--- src/rtl/mbist_pkg.sv ---
// Shared types for the March-C- BIST engine: FSM states, march elements and
// the per-element op table.
package mbist_pkg;

    localparam int NUM_ARR = 3;

    typedef enum logic [2:0] {ST_IDLE, ST_RUN, ST_DRAIN, ST_FREEZE, ST_HALT} state_e;
    typedef enum logic [2:0] {M0, M1, M2, M3, M4, M5} elem_e;

    typedef struct packed {
        logic down;     // address runs DEPTH-1 -> 0
        logic two_ops;  // r,w pair per address
        logic has_rd;   // op 0 is a read
        logic rd_pol;   // expected read value is ~B
        logic wr_pol;   // written value is ~B
    } elem_cfg_t;

    function automatic logic elem_down(input elem_e e);
        return (e == M3) || (e == M4) || (e == M5);
    endfunction

    function automatic elem_cfg_t elem_cfg(input elem_e e);
        elem_cfg_t c;
        c.down    = elem_down(e);
        c.two_ops = (e != M0) && (e != M5);
        c.has_rd  = (e != M0);
        c.rd_pol  = (e == M2) || (e == M4);
        c.wr_pol  = (e == M1) || (e == M3);
        return c;
    endfunction

    function automatic elem_e next_elem(input elem_e e);
        case (e)
            M0:      return M1;
            M1:      return M2;
            M2:      return M3;
            M3:      return M4;
            M4:      return M5;
            default: return M0;
        endcase
    endfunction

endpackage

--- src/rtl/mbist_cmp.sv ---
// Per-array read checker: registers the outstanding read's expectation and
// address, flags a miscompare when the data returns, keeps a sticky error.
module mbist_cmp #(
    parameter int ADDR_W = 6,
    parameter int DATA_W = 32
) (
    input  logic              rclk,
    input  logic              rst,
    input  logic              i_clr,
    input  logic              i_rd_en,
    input  logic [DATA_W-1:0] i_exp,
    input  logic [ADDR_W-1:0] i_addr,
    input  logic [DATA_W-1:0] i_rdata,
    output logic              o_fail,
    output logic              o_err,
    output logic [ADDR_W-1:0] o_addr
);

    logic              r_vld;
    logic [DATA_W-1:0] r_exp;
    logic [ADDR_W-1:0] r_addr;
    logic              r_err;

    assign o_fail = r_vld && (i_rdata != r_exp);
    assign o_err  = r_err;
    assign o_addr = r_addr;

    always_ff @(posedge rclk or posedge rst) begin
        if (rst) begin
            r_vld  <= 1'b0;
            r_exp  <= '0;
            r_addr <= '0;
            r_err  <= 1'b0;
        end else begin
            r_vld <= i_rd_en;
            if (i_rd_en) begin
                r_exp  <= i_exp;
                r_addr <= i_addr;
            end
            // a new run clears the flag even if a stale compare lands on the same edge
            if (i_clr)       r_err <= 1'b0;
            else if (o_fail) r_err <= 1'b1;
        end
    end

endmodule

--- src/rtl/mbist_engine.sv ---
// March-C- BIST engine driving one shared bus to three arrays; handles launch,
// march sequencing, stop/freeze policies and sticky status.
module mbist_engine
    import mbist_pkg::*;
#(
    parameter int ADDR_W = 6,
    parameter int DATA_W = 32
) (
    input  logic              rclk,
    input  logic              rst,
    input  logic              mbist_start,
    input  logic              mbist_bisi_mode,
    input  logic              mbist_stop_on_next_fail,
    input  logic              mbist_stop_on_fail,
    input  logic              mbist_loop_mode,
    input  logic              mbist_loop_on_addr,
    input  logic              mbist_data_mode,
    input  logic [DATA_W-1:0] mbist_user_data,
    input  logic [DATA_W-1:0] mbist_rdata_0,
    input  logic [DATA_W-1:0] mbist_rdata_1,
    input  logic [DATA_W-1:0] mbist_rdata_2,
    output logic [ADDR_W-1:0] mbist_addr,
    output logic [DATA_W-1:0] mbist_wdata,
    output logic              mbist_wr_en,
    output logic              mbist_rd_en,
    output logic              mbist_busy,
    output logic              mbist_done,
    output logic [2:0]        mbist_err,
    output logic [ADDR_W-1:0] mbist_fail_addr
);

    state_e            r_state, w_next;
    elem_e             r_elem, r_rd_elem, w_nxt_elem;
    logic              r_op, r_start_d, r_done;
    logic              r_bisi, r_stop_next, r_stop_fail, r_loop, r_loop_addr;
    logic [DATA_W-1:0] r_bg;
    logic [ADDR_W-1:0] r_addr, r_fail_addr, w_fail_src;
    logic [1:0]        r_fail_cnt;

    elem_cfg_t                        w_cfg;
    logic                             w_launch, w_issue, w_is_rd, w_rd_en, w_wr_en;
    logic                             w_addr_end, w_last_op, w_pass_end, w_chk_st;
    logic                             w_fail_evt, w_stop, w_freeze, w_squash;
    logic [DATA_W-1:0]                w_exp;
    logic [NUM_ARR-1:0]               w_fail_vec;
    logic [NUM_ARR-1:0][ADDR_W-1:0]   w_cmp_addr;
    logic [NUM_ARR-1:0][DATA_W-1:0]   w_rdata;

    assign w_launch   = mbist_start && !r_start_d && (r_state == ST_IDLE || r_state == ST_HALT);
    assign w_cfg      = elem_cfg(r_elem);
    assign w_nxt_elem = next_elem(r_elem);
    assign w_issue    = (r_state == ST_RUN) || (r_state == ST_FREEZE);
    assign w_is_rd    = w_cfg.has_rd && !r_op;
    assign w_addr_end = w_cfg.down ? (r_addr == '0) : (r_addr == {ADDR_W{1'b1}});
    assign w_last_op  = !w_cfg.two_ops || r_op;
    assign w_pass_end = w_last_op && w_addr_end && (r_elem == M5 || (r_bisi && r_elem == M0));
    assign w_exp      = w_cfg.rd_pol ? ~r_bg : r_bg;

    assign w_chk_st   = (r_state == ST_RUN) || (r_state == ST_DRAIN);
    assign w_fail_evt = |w_fail_vec;
    assign w_stop     = w_fail_evt && w_chk_st && !r_loop_addr &&
                        (r_stop_fail || (r_stop_next && r_fail_cnt == 2'd1));
    assign w_freeze   = w_fail_evt && w_chk_st && r_loop_addr && (r_fail_cnt == 2'd0);
    // the op sharing the cycle with a stopping compare must never reach the arrays
    assign w_squash   = w_stop && (r_state == ST_RUN);

    assign w_rd_en = w_issue && w_is_rd && !w_squash;
    assign w_wr_en = w_issue && !w_is_rd && !w_squash;

    assign mbist_addr      = r_addr;
    assign mbist_wdata     = w_issue ? (w_cfg.wr_pol ? ~r_bg : r_bg) : '0;
    assign mbist_rd_en     = w_rd_en;
    assign mbist_wr_en     = w_wr_en;
    assign mbist_busy      = w_chk_st || (r_state == ST_FREEZE);
    assign mbist_done      = r_done;
    assign mbist_fail_addr = r_fail_addr;

    assign w_rdata = {mbist_rdata_2, mbist_rdata_1, mbist_rdata_0};

    for (genvar g = 0; g < NUM_ARR; g++) begin : g_cmp
        mbist_cmp #(.ADDR_W(ADDR_W), .DATA_W(DATA_W)) u_cmp (
            .rclk    (rclk),
            .rst     (rst),
            .i_clr   (w_launch),
            .i_rd_en (w_rd_en),
            .i_exp   (w_exp),
            .i_addr  (r_addr),
            .i_rdata (w_rdata[g]),
            .o_fail  (w_fail_vec[g]),
            .o_err   (mbist_err[g]),
            .o_addr  (w_cmp_addr[g])
        );
    end

    always_comb begin
        w_fail_src = w_cmp_addr[2];
        if (w_fail_vec[1]) w_fail_src = w_cmp_addr[1];
        if (w_fail_vec[0]) w_fail_src = w_cmp_addr[0];
    end

    always_comb begin
        w_next = r_state;
        case (r_state)
            ST_IDLE:   if (w_launch) w_next = ST_RUN;
            ST_RUN: begin
                if (!mbist_start && !r_loop) w_next = ST_IDLE;
                else if (w_stop)             w_next = ST_HALT;
                else if (w_freeze)           w_next = ST_FREEZE;
                else if (w_pass_end)         w_next = ST_DRAIN;
            end
            ST_DRAIN: begin
                if (!mbist_start && !r_loop)  w_next = ST_IDLE;
                else if (w_stop)              w_next = ST_HALT;
                else if (w_freeze)            w_next = ST_FREEZE;
                else if (r_loop && mbist_start) w_next = ST_RUN;
                else                          w_next = ST_HALT;
            end
            ST_FREEZE: if (!mbist_start) w_next = ST_HALT;
            ST_HALT:   if (w_launch) w_next = ST_RUN;
            default:   w_next = ST_IDLE;
        endcase
    end

    always_ff @(posedge rclk or posedge rst) begin
        if (rst) begin
            r_state     <= ST_IDLE;
            r_start_d   <= 1'b0;
            r_elem      <= M0;
            r_rd_elem   <= M0;
            r_op        <= 1'b0;
            r_addr      <= '0;
            r_bg        <= '0;
            r_bisi      <= 1'b0;
            r_stop_next <= 1'b0;
            r_stop_fail <= 1'b0;
            r_loop      <= 1'b0;
            r_loop_addr <= 1'b0;
            r_fail_cnt  <= 2'd0;
            r_fail_addr <= '0;
            r_done      <= 1'b0;
        end else begin
            r_state   <= w_next;
            r_start_d <= mbist_start;
            if (w_rd_en) r_rd_elem <= r_elem;
            if (w_launch) begin
                r_bisi      <= mbist_bisi_mode;
                r_stop_next <= mbist_stop_on_next_fail;
                r_stop_fail <= mbist_stop_on_fail;
                r_loop      <= mbist_loop_mode;
                r_loop_addr <= mbist_loop_on_addr;
                r_bg        <= mbist_data_mode ? mbist_user_data : '0;
                r_elem      <= M0;
                r_op        <= 1'b0;
                r_addr      <= '0;
                r_fail_cnt  <= 2'd0;
                r_fail_addr <= '0;
                r_done      <= 1'b0;
            end else begin
                if (w_fail_evt && r_fail_cnt != 2'd3) r_fail_cnt <= r_fail_cnt + 2'd1;
                if (w_fail_evt && r_fail_cnt == 2'd0) r_fail_addr <= w_fail_src;
                if (r_state == ST_HALT) r_done <= 1'b1;
                if (w_next == ST_FREEZE && r_state != ST_FREEZE) begin
                    // rewind to the read that failed and replay its element from op 0
                    r_addr <= w_fail_src;
                    r_elem <= r_rd_elem;
                    r_op   <= 1'b0;
                end else if (r_state == ST_RUN) begin
                    if (!w_last_op) begin
                        r_op <= 1'b1;
                    end else begin
                        r_op <= 1'b0;
                        if (w_pass_end) begin
                            r_elem <= M0;
                            r_addr <= '0;
                        end else if (w_addr_end) begin
                            r_elem <= w_nxt_elem;
                            r_addr <= elem_down(w_nxt_elem) ? {ADDR_W{1'b1}} : {ADDR_W{1'b0}};
                        end else begin
                            r_addr <= w_cfg.down ? r_addr - ADDR_W'(1) : r_addr + ADDR_W'(1);
                        end
                    end
                end else if (r_state == ST_FREEZE) begin
                    r_op <= w_cfg.two_ops ? ~r_op : 1'b0;
                end
            end
        end
    end

endmodule
--- config.mk ---
export PLATFORM = sky130hd
export DESIGN_NAME = mbist_engine
export DESIGN_NICKNAME = d
export VERILOG_FILES = /design/src/rtl/mbist_pkg.sv /design/src/rtl/mbist_cmp.sv /design/src/rtl/mbist_engine.sv
export SDC_FILE = /design/constraint.sdc
export NUM_CORES = 1
export LEC_CHECK = 0
export ABC_CLOCK_PERIOD_IN_PS = 3260
export BUFFER_PORTS_ARGS = -buffer_cell sky130_fd_sc_hd__buf_2
export CORE_UTILIZATION = 54
export CTS_BUF_LIST = sky130_fd_sc_hd__clkbuf_8
export CTS_CLUSTER_SIZE = 12
export DETAILED_ROUTE_END_ITERATION = 6
export GPL_ROUTABILITY_DRIVEN = 0
export HOLD_SLACK_MARGIN = 0.06
export PLACE_DENSITY = 0.91
export SLEW_MARGIN = 40
export SYNTH_ARGS = -nofsm -noshare
export SYNTH_HDL_FRONTEND = slang
export SYNTH_SLANG_ARGS = --single-unit
--- constraint.sdc ---
create_clock -name rclk -period 3.26 [get_ports rclk]
set_clock_uncertainty 0.05 [all_clocks]
set_input_delay 0.163 -clock rclk [delete_from_list [all_inputs] [get_ports rclk]]
set_output_delay 0.163 -clock rclk [all_outputs]
set_load 0.03 [all_outputs]
==> metrics.cfg <==
[run_status]
status = finished, violations left
violations = DRC

[min_path]
holdPathEnd = r_bg[30]
min-delay-start = mbist_data_mode
hold_path.class = in -> reg
min_path_cells = 3

[setup_path]
critPathMaxStageDelay_ps = 470
cp-start-kind = flip-flop
reg2reg_from = g_cmp[2].u_cmp.r_exp[12]
crit_chain = xnor2_2 -> nand4_1 -> nor4_4 -> nand4_1 -> o21a_1 -> a21o_1 -> or3_4 -> inv_2 -> buf_6
timing.rr.end = r_elem[1]
critical_path_buf_inv_count = 2
r2r_slack_ps = 80
crit_path_frequent_cell = nand4_1
critPathKind = reg -> out
endpoint_kind = output pin
crit_fanout = 4
critical_path.top_delay_family = simple AND/OR/NAND/NOR gates
crit_required_ps = 3050
slowest_stage = dfrtp_2
r2r.worst_path.cells = 10
cp_data_arrival_time_ps = 3040

[synthesis]
synth_top_cell_by_area = dfrtp_1
async_flop_share_pct = 100
yosysMostFrequentCell = xnor2_1
synthDistinctLibCells = 42
synth_fp_nets = 867
ys_seq_area_share_pct = 41.0
yosysTopAreaCellShare_pct = 41.0
synthTopCellsByArea = dfrtp_1, xnor2_1, nand2_1
synth_cells = 722
synth_edf_count = 0
synth_commonest_cells = xnor2_1, nand2_1, dfrtp_1, nor2_1, o21ai_0
avgSynthCellArea_sq_um = 8.88
yosys_warnings = 0
synth_area_sq_um = 6410
synth_seq_cells = 105
synth_flop_cell = dfrtp_1

[timing]
tightest_slew_ps = 721
period_needed_ps = 3250
slew_violations = 0
relSlewSlack_pct = 51.4
finalSetupTns_ps = 0
finalHoldViolCount = 0
period_share_pct = 99.7
setup_violations = 0
fin_hold_ws_ps = 246
fmax_mhz = 308
setup_ws_ps = 9.66

[global_route]
antenna_found_initial = 0
overflow = 0
grt_usage_pct = 32.6
grt_max_degree = 65
grt_pass1_wl_mm = 31.2
grt_pass1_vias = 6129

[floorplanning]
num_rows = 39
start_util_pct = 55.6
dieArea_sq_um = 12300
die_h_um = 111
core_area_sq_um = 11500
io_pins = 188
die_w_um = 111

[placement]
port-buffer-count = 187
dp_hpwl_mm = 14.0
place_ws_ps = -47.7
dp.cells = 1026

[pwr]
power_leakage_nw = 3.85
power_density_nw_per_um2 = 962
vdd_ir_drop_max_mv = 0.578

[clocking]
clk_path_buf_depth = 2
clkSinkCount = 105
clkTransAtPathRegs_ps = 110
cts_tree = done
clk-insertion-delay-late_ps = 370
cts-root-buf = clkbuf_8
htree_levels = 3
numCtsBuffers = 9

[routing]
drc = 42
via_count = 6170
vias_per_cell = 5.69
dr.pass1.iters = 7
ant_nets = 0
wire_per_inst_um = 18.3
wl_mm = 19.8
drtIter0Drc = 471

[flow_run]
drv_cap = 0

[layout]
final_cells = 1085
n_fill_cell = 809
drive_gt1_share_pct = 27.8
fin_nets = 1082
antenna_cells = 0
syn2layout_area_growth_pct = 28.9

cell usage in the layout, fill, tap and decap left out, types with 3 or more instances in the layout:
cell type,n
buf_2,186
xnor2_1,127
nand2_1,125
dfrtp_1,95
nor2_1,58
o21ai_0,42
dlygate4sd3_1,39
nand3_1,36
xor2_1,34
nand4_1,25
buf_4,19
a21oi_1,17
o21a_1,10
mux2i_1,10
clkbuf_8,10
dfrtp_2,10
nor3_1,9
inv_1,8
mux2_2,7
ha_1,7
xnor2_2,6
a21o_1,6
o21ai_1,6
nor3b_1,3
nand2b_1,3
nor2b_1,3
buf_12,3
per-layer routing:
metal  GRT usage [%]  wire, um
met3            4.48      1340
met5               0         0
met1            39.3      7450
met4            19.1      1250
met2            56.0      9770
per-stage QoR:
step / util, % / area [sq um] / total power (W)
2_1_floorplan: - / 6410 / 0.00566
3_3_place_gp: 65.3 / 7520 / 0.00671
3_5_place_dp: 65.3 / 7520 / 0.00686
4_1_cts: 71.2 / 8200 / 0.00782
5_1_grt: 71.7 / 8260 / 0.00845
6_report: 71.7 / 8260 / 0.00795
worst max-delay path by stage:
stage | start | to | slack [ps] | cells after the start
finish | g_cmp[2].u_cmp.r_exp[12] | mbist_rd_en | 10 | 9
CTS | g_cmp[2].u_cmp.r_exp[20] | mbist_rd_en | 120 | 9
detailed placement | g_cmp[2].u_cmp.r_exp[10] | r_rd_elem[0] | -50 | 9
global placement | g_cmp[2].u_cmp.r_exp[10] | g_cmp[2].u_cmp.o_addr[3] | 30 | 9
floorplan | mbist_addr[5] | r_elem[0] | 150 | 10
global route | g_cmp[2].u_cmp.r_exp[12] | mbist_rd_en | -90 | 9
state kept, by name (all words and copies together), names as in the netlist, 6 cells and up:
register and count:
mbist_fail_addr 6, g_cmp.u_cmp.o_addr 6, g_cmp.u_cmp.r_exp 32, mbist_addr 6, r_bg 32
power breakdown:
| part | total (W) | leakage, nW | internal (W) | switching [W] |
|---|---|---|---|---|
| Clock | 0.000866 | 0.101 | 0.000386 | 0.000480 |
| Sequential | 0.00252 | 1.33 | 0.00183 | 0.000694 |
| Combinational | 0.00456 | 2.41 | 0.00188 | 0.00268 |
| Total | 0.00795 | 3.85 | 0.00410 | 0.00385 |
layout make-up:
| cell class | instances | area, sq um | share of cell area [%] |
|---|---|---|---|
| clock inverter | 6 | 73.8 | 0.894 |
| sequential | 105 | 2640 | 32.0 |
| clock buffer | 10 | 138 | 1.67 |
| timing repair buffer | 248 | 1540 | 18.6 |
| multi-input combinational | 563 | 3650 | 44.2 |
| tap | 143 | 179 | 2.17 |
| inverter | 10 | 42.5 | 0.515 |
cells by family after synthesis:
family	count (synthesis)	synth area share, %
buffers and inverters	54	3.63
muxes	17	2.79
xor gates and xnor gates	167	22.8
DFF	105	41.0
adders and majority gates	8	1.68
AOI/OAI and AO/OA	91	8.49
and+or+nand+nor	280	19.6
worst min-delay path: cells and delay by family:
family	cells	cell delay, ps
simple gates	2	190
buf+inv	1	280
repair_timing:
| action | CTS | global route |
|---|---|---|
| setup buffers | 3 | 1 |
| endpoints found under the setup margin | 9 | 8 |
| resized for setup | 12 | 14 |
| endpoints found under the hold margin | 99 | 0 |
| gates cloned | 0 | 0 |
| hold buffers | 39 | 0 |
| pin swaps | 6 | 9 |
Power figures use the tool's default switching activity.
